[src/rtl/hf_bus_pkg.sv]
// Shared types and helpers for the HF-RISC bus mux: region decode, FSM states, byte swap.
package hf_bus_pkg;

  typedef enum logic [1:0] {RGN_BOOT, RGN_RAM, RGN_PERIPH, RGN_NONE} region_t;
  typedef enum logic [1:0] {ST_IDLE, ST_WAIT, ST_DONE} bus_state_t;

  localparam logic [3:0] BOOT_BASE   = 4'h0;
  localparam logic [3:0] RAM_BASE    = 4'h4;
  localparam logic [3:0] PERIPH_BASE = 4'hE;

  function automatic logic [31:0] bswap32(input logic [31:0] d);
    return {d[7:0], d[15:8], d[23:16], d[31:24]};
  endfunction

  function automatic region_t decode_region(input logic [3:0] nib);
    region_t r;
    case (nib)
      BOOT_BASE:   r = RGN_BOOT;
      RAM_BASE:    r = RGN_RAM;
      PERIPH_BASE: r = RGN_PERIPH;
      default:     r = RGN_NONE;
    endcase
    return r;
  endfunction

endpackage

[src/rtl/hf_ws_timer.sv]
// Wait-state down counter: load, decrement when enabled (freeze otherwise), flag on last step.
module hf_ws_timer (
  input  logic       clk_i,
  input  logic       rst_i,
  input  logic       load_i,
  input  logic [3:0] load_val_i,
  input  logic       dec_i,
  output logic       last_o
);

  logic [3:0] cnt_q, cnt_d;

  always_comb begin
    cnt_d = cnt_q;
    if (load_i) begin
      cnt_d = load_val_i;
    end else if (dec_i && (cnt_q != 4'd0)) begin
      cnt_d = cnt_q - 4'd1;
    end
  end

  always_ff @(posedge clk_i) begin
    if (rst_i) begin
      cnt_q <= 4'd0;
    end else begin
      cnt_q <= cnt_d;
    end
  end

  // High when the decrement in this cycle brings the count to zero.
  assign last_o = (cnt_q == 4'd1);

endmodule

[src/rtl/hf_busmux_ws.sv]
// Core-to-memory bus stage: region decode, chip selects, per-region wait states, read steering.
// Handshake: stall_o=1 means the access is not done and the core must hold addr/we/data; stall_o=0 marks completion.
module hf_busmux_ws
  import hf_bus_pkg::*;
#(
  parameter int unsigned BOOT_WS   = 0,
  parameter int unsigned RAM_WS    = 1,
  parameter int unsigned PERIPH_WS = 0
) (
  input  logic        clk_i,
  input  logic        rst_i,
  input  logic [31:0] addr_i,
  input  logic [3:0]  data_we_i,
  input  logic [31:0] data_write_i,
  input  logic        stall_ext_i,
  output logic [31:0] data_read_o,
  output logic        stall_o,
  output logic        err_o,
  output logic        boot_cs_n_o,
  input  logic [31:0] boot_data_i,
  output logic        ram_cs_n_o,
  output logic [3:0]  ram_we_n_o,
  input  logic [31:0] ram_data_i,
  output logic        periph_sel_o,
  output logic        periph_wr_o,
  output logic [31:0] periph_data_o,
  input  logic [31:0] periph_data_i
);

  if (BOOT_WS > 15 || RAM_WS > 15 || PERIPH_WS > 15) begin : g_ws_range
    $error("hf_busmux_ws: wait-state parameter exceeds 15");
  end

  localparam logic [3:0] BOOT_WS_L   = 4'(BOOT_WS);
  localparam logic [3:0] RAM_WS_L    = 4'(RAM_WS);
  localparam logic [3:0] PERIPH_WS_L = 4'(PERIPH_WS);

  bus_state_t state_q, state_d;
  region_t    rgn_now, cur_rgn, rgn_q, rgn_d, resp_rgn_q, resp_rgn_d;
  logic [3:0] ws_now;
  logic       complete, tmr_load, tmr_dec, tmr_last;
  logic       err_q, err_d;

  assign rgn_now = decode_region(addr_i[31:28]);

  always_comb begin
    case (rgn_now)
      RGN_BOOT:   ws_now = BOOT_WS_L;
      RGN_RAM:    ws_now = RAM_WS_L;
      RGN_PERIPH: ws_now = PERIPH_WS_L;
      default:    ws_now = 4'd0;
    endcase
  end

  hf_ws_timer u_timer (
    .clk_i      (clk_i),
    .rst_i      (rst_i),
    .load_i     (tmr_load),
    .load_val_i (ws_now - 4'd1),
    .dec_i      (tmr_dec),
    .last_o     (tmr_last)
  );

  always_comb begin
    state_d  = state_q;
    rgn_d    = rgn_q;
    cur_rgn  = rgn_now;
    stall_o  = 1'b0;
    complete = 1'b0;
    tmr_load = 1'b0;
    tmr_dec  = 1'b0;
    case (state_q)
      ST_IDLE: begin
        if (stall_ext_i) begin
          stall_o = 1'b1;
        end else if (ws_now == 4'd0) begin
          complete = 1'b1;
        end else begin
          // The IDLE cycle is the first wait state; a single wait state skips WAIT.
          stall_o  = 1'b1;
          rgn_d    = rgn_now;
          tmr_load = 1'b1;
          state_d  = (ws_now == 4'd1) ? ST_DONE : ST_WAIT;
        end
      end
      ST_WAIT: begin
        stall_o = 1'b1;
        if (!stall_ext_i) begin
          tmr_dec = 1'b1;
          if (tmr_last) state_d = ST_DONE;
        end
      end
      ST_DONE: begin
        cur_rgn = rgn_q;
        stall_o = stall_ext_i;
        if (!stall_ext_i) begin
          complete = 1'b1;
          state_d  = ST_IDLE;
        end
      end
      default: state_d = ST_IDLE;
    endcase
    // The reset cycle itself must never strobe a device or hold the core.
    if (rst_i) begin
      stall_o  = 1'b0;
      complete = 1'b0;
    end
  end

  assign resp_rgn_d = complete ? cur_rgn : resp_rgn_q;
  assign err_d      = complete && (cur_rgn == RGN_NONE);

  always_ff @(posedge clk_i) begin
    if (rst_i) begin
      state_q    <= ST_IDLE;
      rgn_q      <= RGN_NONE;
      resp_rgn_q <= RGN_NONE;
      err_q      <= 1'b0;
    end else begin
      state_q    <= state_d;
      rgn_q      <= rgn_d;
      resp_rgn_q <= resp_rgn_d;
      err_q      <= err_d;
    end
  end

  assign boot_cs_n_o   = ~(complete && (cur_rgn == RGN_BOOT));
  assign ram_cs_n_o    = ~(complete && (cur_rgn == RGN_RAM));
  assign ram_we_n_o    = ram_cs_n_o ? 4'hF : ~data_we_i;
  assign periph_sel_o  = complete && (cur_rgn == RGN_PERIPH);
  assign periph_wr_o   = periph_sel_o && (|data_we_i);
  assign periph_data_o = bswap32(data_write_i);
  assign err_o         = err_q;

  always_comb begin
    case (resp_rgn_q)
      RGN_BOOT:   data_read_o = boot_data_i;
      RGN_RAM:    data_read_o = ram_data_i;
      RGN_PERIPH: data_read_o = bswap32(periph_data_i);
      default:    data_read_o = 32'h0;
    endcase
  end

  a_addr_hold: assert property (@(posedge clk_i) disable iff (rst_i) stall_o |=> $stable(addr_i))
    else $error("addr_i changed while stalled");

endmodule

[config.mk]
export PLATFORM = sky130hd
export DESIGN_NAME = hf_busmux_ws
export DESIGN_NICKNAME = d
export VERILOG_FILES = /design/src/rtl/hf_bus_pkg.sv /design/src/rtl/hf_ws_timer.sv /design/src/rtl/hf_busmux_ws.sv
export SDC_FILE = /design/constraint.sdc
export NUM_CORES = 1
export LEC_CHECK = 0
export BUFFER_PORTS_ARGS = -buffer_cell sky130_fd_sc_hd__buf_4
export CAP_MARGIN = 20
export CORE_AREA = 4 4 92 94
export CTS_CLUSTER_DIAMETER = 100
export DETAILED_ROUTE_END_ITERATION = 6
export DIE_AREA = 0 0 96 98
export PLACE_DENSITY = 0.63
export SLEW_MARGIN = 5
export SYNTH_ARGS = -nofsm -noshare
export SYNTH_HDL_FRONTEND = slang
export SYNTH_SLANG_ARGS = --single-unit
[constraint.sdc]
create_clock -name clk_i -period 2.6 [get_ports clk_i]
set_clock_uncertainty 0.15 [all_clocks]
set_input_delay 0.52 -clock clk_i [delete_from_list [all_inputs] [get_ports clk_i]]
set_output_delay 0.52 -clock clk_i [all_outputs]
set_load 0.03 [all_outputs]
==> summary.md <==
| Metric | Value |
|---|---|
| Final WL | roughly 5.8 mm |
| Synth-to-Final Area Change | 69.7% |
| Router iterations before antenna repair | 4 |
| Crit path launch | addr_i[29] |
| Most frequent cells in the layout | 156 x buf_4, 38 x nand2_1, 34 x mux2i_1 |
| Post-Synth Adder-Cell Area | 0.0159 |
| Hold Path Class | register to register |
| Combined flip-flop and latch cell area | between 200 and 250 sq um |
| Total CTS buffers | 3 |
| Number of synthesized register bits | 11 |
| Antenna diodes | 0 |
| Synth Flop Type | dfxtp_1 |
| CP Capture Type | output pin |
| Tot Pwr | around 0.76 mW |
| Worst hold slack after final layout | ~0.34 ns |
| Post-synthesis sequential area ratio | 0.140 |
| Post-detailed-route wirelength per cell | between 10 and 15 um |
| Post-CTS Setup Bufs | 0 |
| Overflow left after global routing | 0 |
| Site Rows | 32 |
| Number of sinks handled by clock tree synthesis | 11 |
| Via count | approximately 1900 |
| Number of enable flip-flop cells after synthesis | 0 |
| Ys Warns | 0 |
| HPWL after detailed placement | 4.89 mm |
| Minimum setup slack in the final design | about 0.042 ns |
| Dominant combinational cell family by area after synthesis | simple AND/OR/NAND/NOR gates |
| X dimension of the die | between 90 and 100 um |
| Initial antenna violation count | 0 |
| Clock tree from TritonCTS | done |
| Rel. slew slack | 0.712 |
| Depth of the worst register-to-register path | 5 |
| Critical Path Source Type | input pin |
| FILL cells | approximately 810 |
| Mux cell area share after synthesis | 0.224 |
| Final critical delay including setup and external delays | ~2.6 ns |
| Max-cap violations | 0 |
| Arrival time reported for the critical path endpoint | 1.89 ns |
| Post-Synth XOR/XNOR Area | 0.0111 |
| R2R Path Start | state_q[0] |
| Average instance area after synthesis | a little over 7 sq um |
| Number of design-rule violations left by the first detailed-router iteration | 38 |
| Highest clock frequency the design can meet | between 0.3 and 0.4 GHz |
| Post-synthesis net count | 388 |
| Placeable core region | roughly 0.0076 sq mm |
| Number of remaining DRC errors | 0 |
| Boundary pin count | around 240 |
| Reg2Reg Setup Slack | 0.92 ns |
| Compound-Gate Fraction of Synth Area | 0.174 |
| Htree depth | 1 |
| Clock network latency to the later pin of the worst-skew pair | around 0.24 ns |
| Largest net degree at the start of global routing | 34 |
| Result of the run | finished, final reports clean |
| Die Span Y | 98 um |
| Cell at the root of the clock tree | clkbuf_8 |
| Worst-Margin Slew | ~0.42 ns |
| Final RePlAce weighted congestion | 0.767 |
| Cell-by-cell listing of the critical path | buf_4 > or3_4 > a221oi_4 > o21ai_2 > or3_1 > buf_4 |
| Maximum vdd ir drop | approximately 0.11 mV |
| Number of standard cells in the layout, taps in and fillers out | approximately 440 |
| Worst-path cell with the longest stage delay | or3_4 |
| Port Buf Inserts | 148 |
| Largest fanout on the critical path | 3 |
| Count of final hold-check violations | 0 |
| Nets | 506 |
| Starting utilization of the core area | 0.205 |
| Endpoint of the lowest-slack register-to-register path | resp_rgn_q[0] |
| Async S/R FF share, synth | 0 |
| Max incr delay on CP | roughly 0.39 ns |
| Setup violations, final | 0 |
| Final-report max-slew violation count | 0 |
| Yosys cell types | 36 |
| Worst-case setup slack after placement | around 0.016 ns |
| Final total negative setup slack | 0 ns |
| Pwr per Cell Area | approximately 280 mW/mm^2 |
| Tot GR Track Use | 0.117 |
| Reg clk slew, reported paths | about 0.05 ns |
| Post-synthesis simple-gate area fraction | 0.232 |
| Final worst-path cycle share | 0.984 |
| Cell type with the highest occurrence count on the critical path | buf_4 |
| Share of final-layout standard cells stronger than drive strength 1 | 0.524 |
| Start-to-end type of the worst setup path | input pin to output pin |
| Multi-input gate area | 0.00106 sq mm |
| Synthesized cell area | 0.00157 sq mm |
| Via density per instance | around 4.3 |
| P_leak | 1.39 nW |
| Crit path capture | boot_cs_n_o |
| CTS Buffer Depth | 2 |
| Mapped Cells | between 200 and 250 |
| Data required time of the worst path | a little under 2 ns |
| Count of nets left with antenna violations after detail routing | 0 |
| Most common cell after layout, fill and taps aside | buf_4 |
| First-pass GRT wire length | 8.92 mm |
| Placed Cells incl. Taps | approximately 430 |
| Floorplan die area | roughly 0.0094 sq mm |
| Via count of the first global-routing pass | between 1500 and 2000 |
## stage by stage
stage / util / cell area (sq um)
after floorplan: - / 1580
after global placement: 0.339 / 2590
after detailed placement: 0.339 / 2590
after CTS: 0.345 / 2640
after global routing: 0.349 / 2670
final: 0.349 / 2670
## final cells by class
| cell class | count | share of cell area |
|---|---|---|
| Inverter | 5 | 0.00704 |
| Clock buffer | 4 | 0.0169 |
| Timing Repair Buffer | 158 | 0.447 |
| Sequential cell | 11 | 0.0835 |
| Multi-Input combinational cell | 158 | 0.397 |
| Tap cell | 102 | 0.0478 |
## sequential cells by signal, summed over array words and instances, names as in the netlist
register,cells
err_o,1
resp_rgn_q,2
rgn_q,2
state_q,2
u_timer.cnt_q,4
## critical path: cells and delay by family
kind / cells / cell delay, ns
AND/OR/NAND/NOR: 2 / 0.71
AO/OA/AOI/OAI: 2 / 0.36
buffers and inverters: 2 / 0.30
## kinds of logic after synthesis
logic type	Yosys count
AO/OA/AOI/OAI	44
XOR/XNOR	2
adder cells (fa/ha/maj)	2
buffers and inverters	50
flip-flops	11
multiplexers	35
AND/OR/NAND/NOR	75
## where the power goes
part | internal [mW] | leakage (nW) | switching, mW
registers | 0.173 | 0.0896 | 0.00831
logic | 0.207 | 1.28 | 0.194
clock network | 0.108 | 0.0228 | 0.0664
total | 0.488 | 1.39 | 0.269
## synthesized netlist by cell type (2+ instances only)
| library cell | count | area share |
|---|---|---|
| a211o_1 | 2 | 0.011 |
| xnor2_1 | 2 | 0.011 |
| buf_4 | 32 | 0.15 |
| nor3_1 | 6 | 0.019 |
| ha_1 | 2 | 0.016 |
| dfxtp_1 | 11 | 0.14 |
| inv_1 | 5 | 0.012 |
| nor4_1 | 2 | 0.0080 |
| buf_2 | 3 | 0.0096 |
| nor2b_1 | 2 | 0.0080 |
| nor2_1 | 11 | 0.026 |
| nand2b_1 | 3 | 0.012 |
| clkbuf_1 | 9 | 0.021 |
| or3b_2 | 2 | 0.011 |
| nand2_1 | 38 | 0.091 |
| or3_1 | 3 | 0.012 |
| mux2i_1 | 34 | 0.22 |
| a21oi_1 | 3 | 0.0096 |
| o21ai_0 | 32 | 0.10 |
## worst min path at each step
stage	startpoint	end	cells after the start	slack, ns
finish	rgn_q[0]	rgn_q[0]	1	0.34
global route	rst_i	state_q[1]	2	0.36
CTS	rgn_q[0]	rgn_q[0]	1	0.34
detailed placement	rgn_q[0]	rgn_q[0]	1	0.33
global placement	rgn_q[0]	rgn_q[0]	1	0.32
floorplan	rgn_q[0]	rgn_q[0]	1	0.28
## per-layer routing
| metal | track usage | part of all wire |
|---|---|---|
| met1 | 0.135 | 0.38 |
| met3 | 0.0293 | 0.095 |
| met2 | 0.206 | 0.50 |
| met5 | 0 | 0 |
| met4 | 0.0383 | 0.022 |
## repair_timing
item,4_1_cts,5_1_grt
hold buffers,0,0
resized for setup,0,6
endpoints found under the setup margin,0,27
Power figures use the tool's default switching activity.
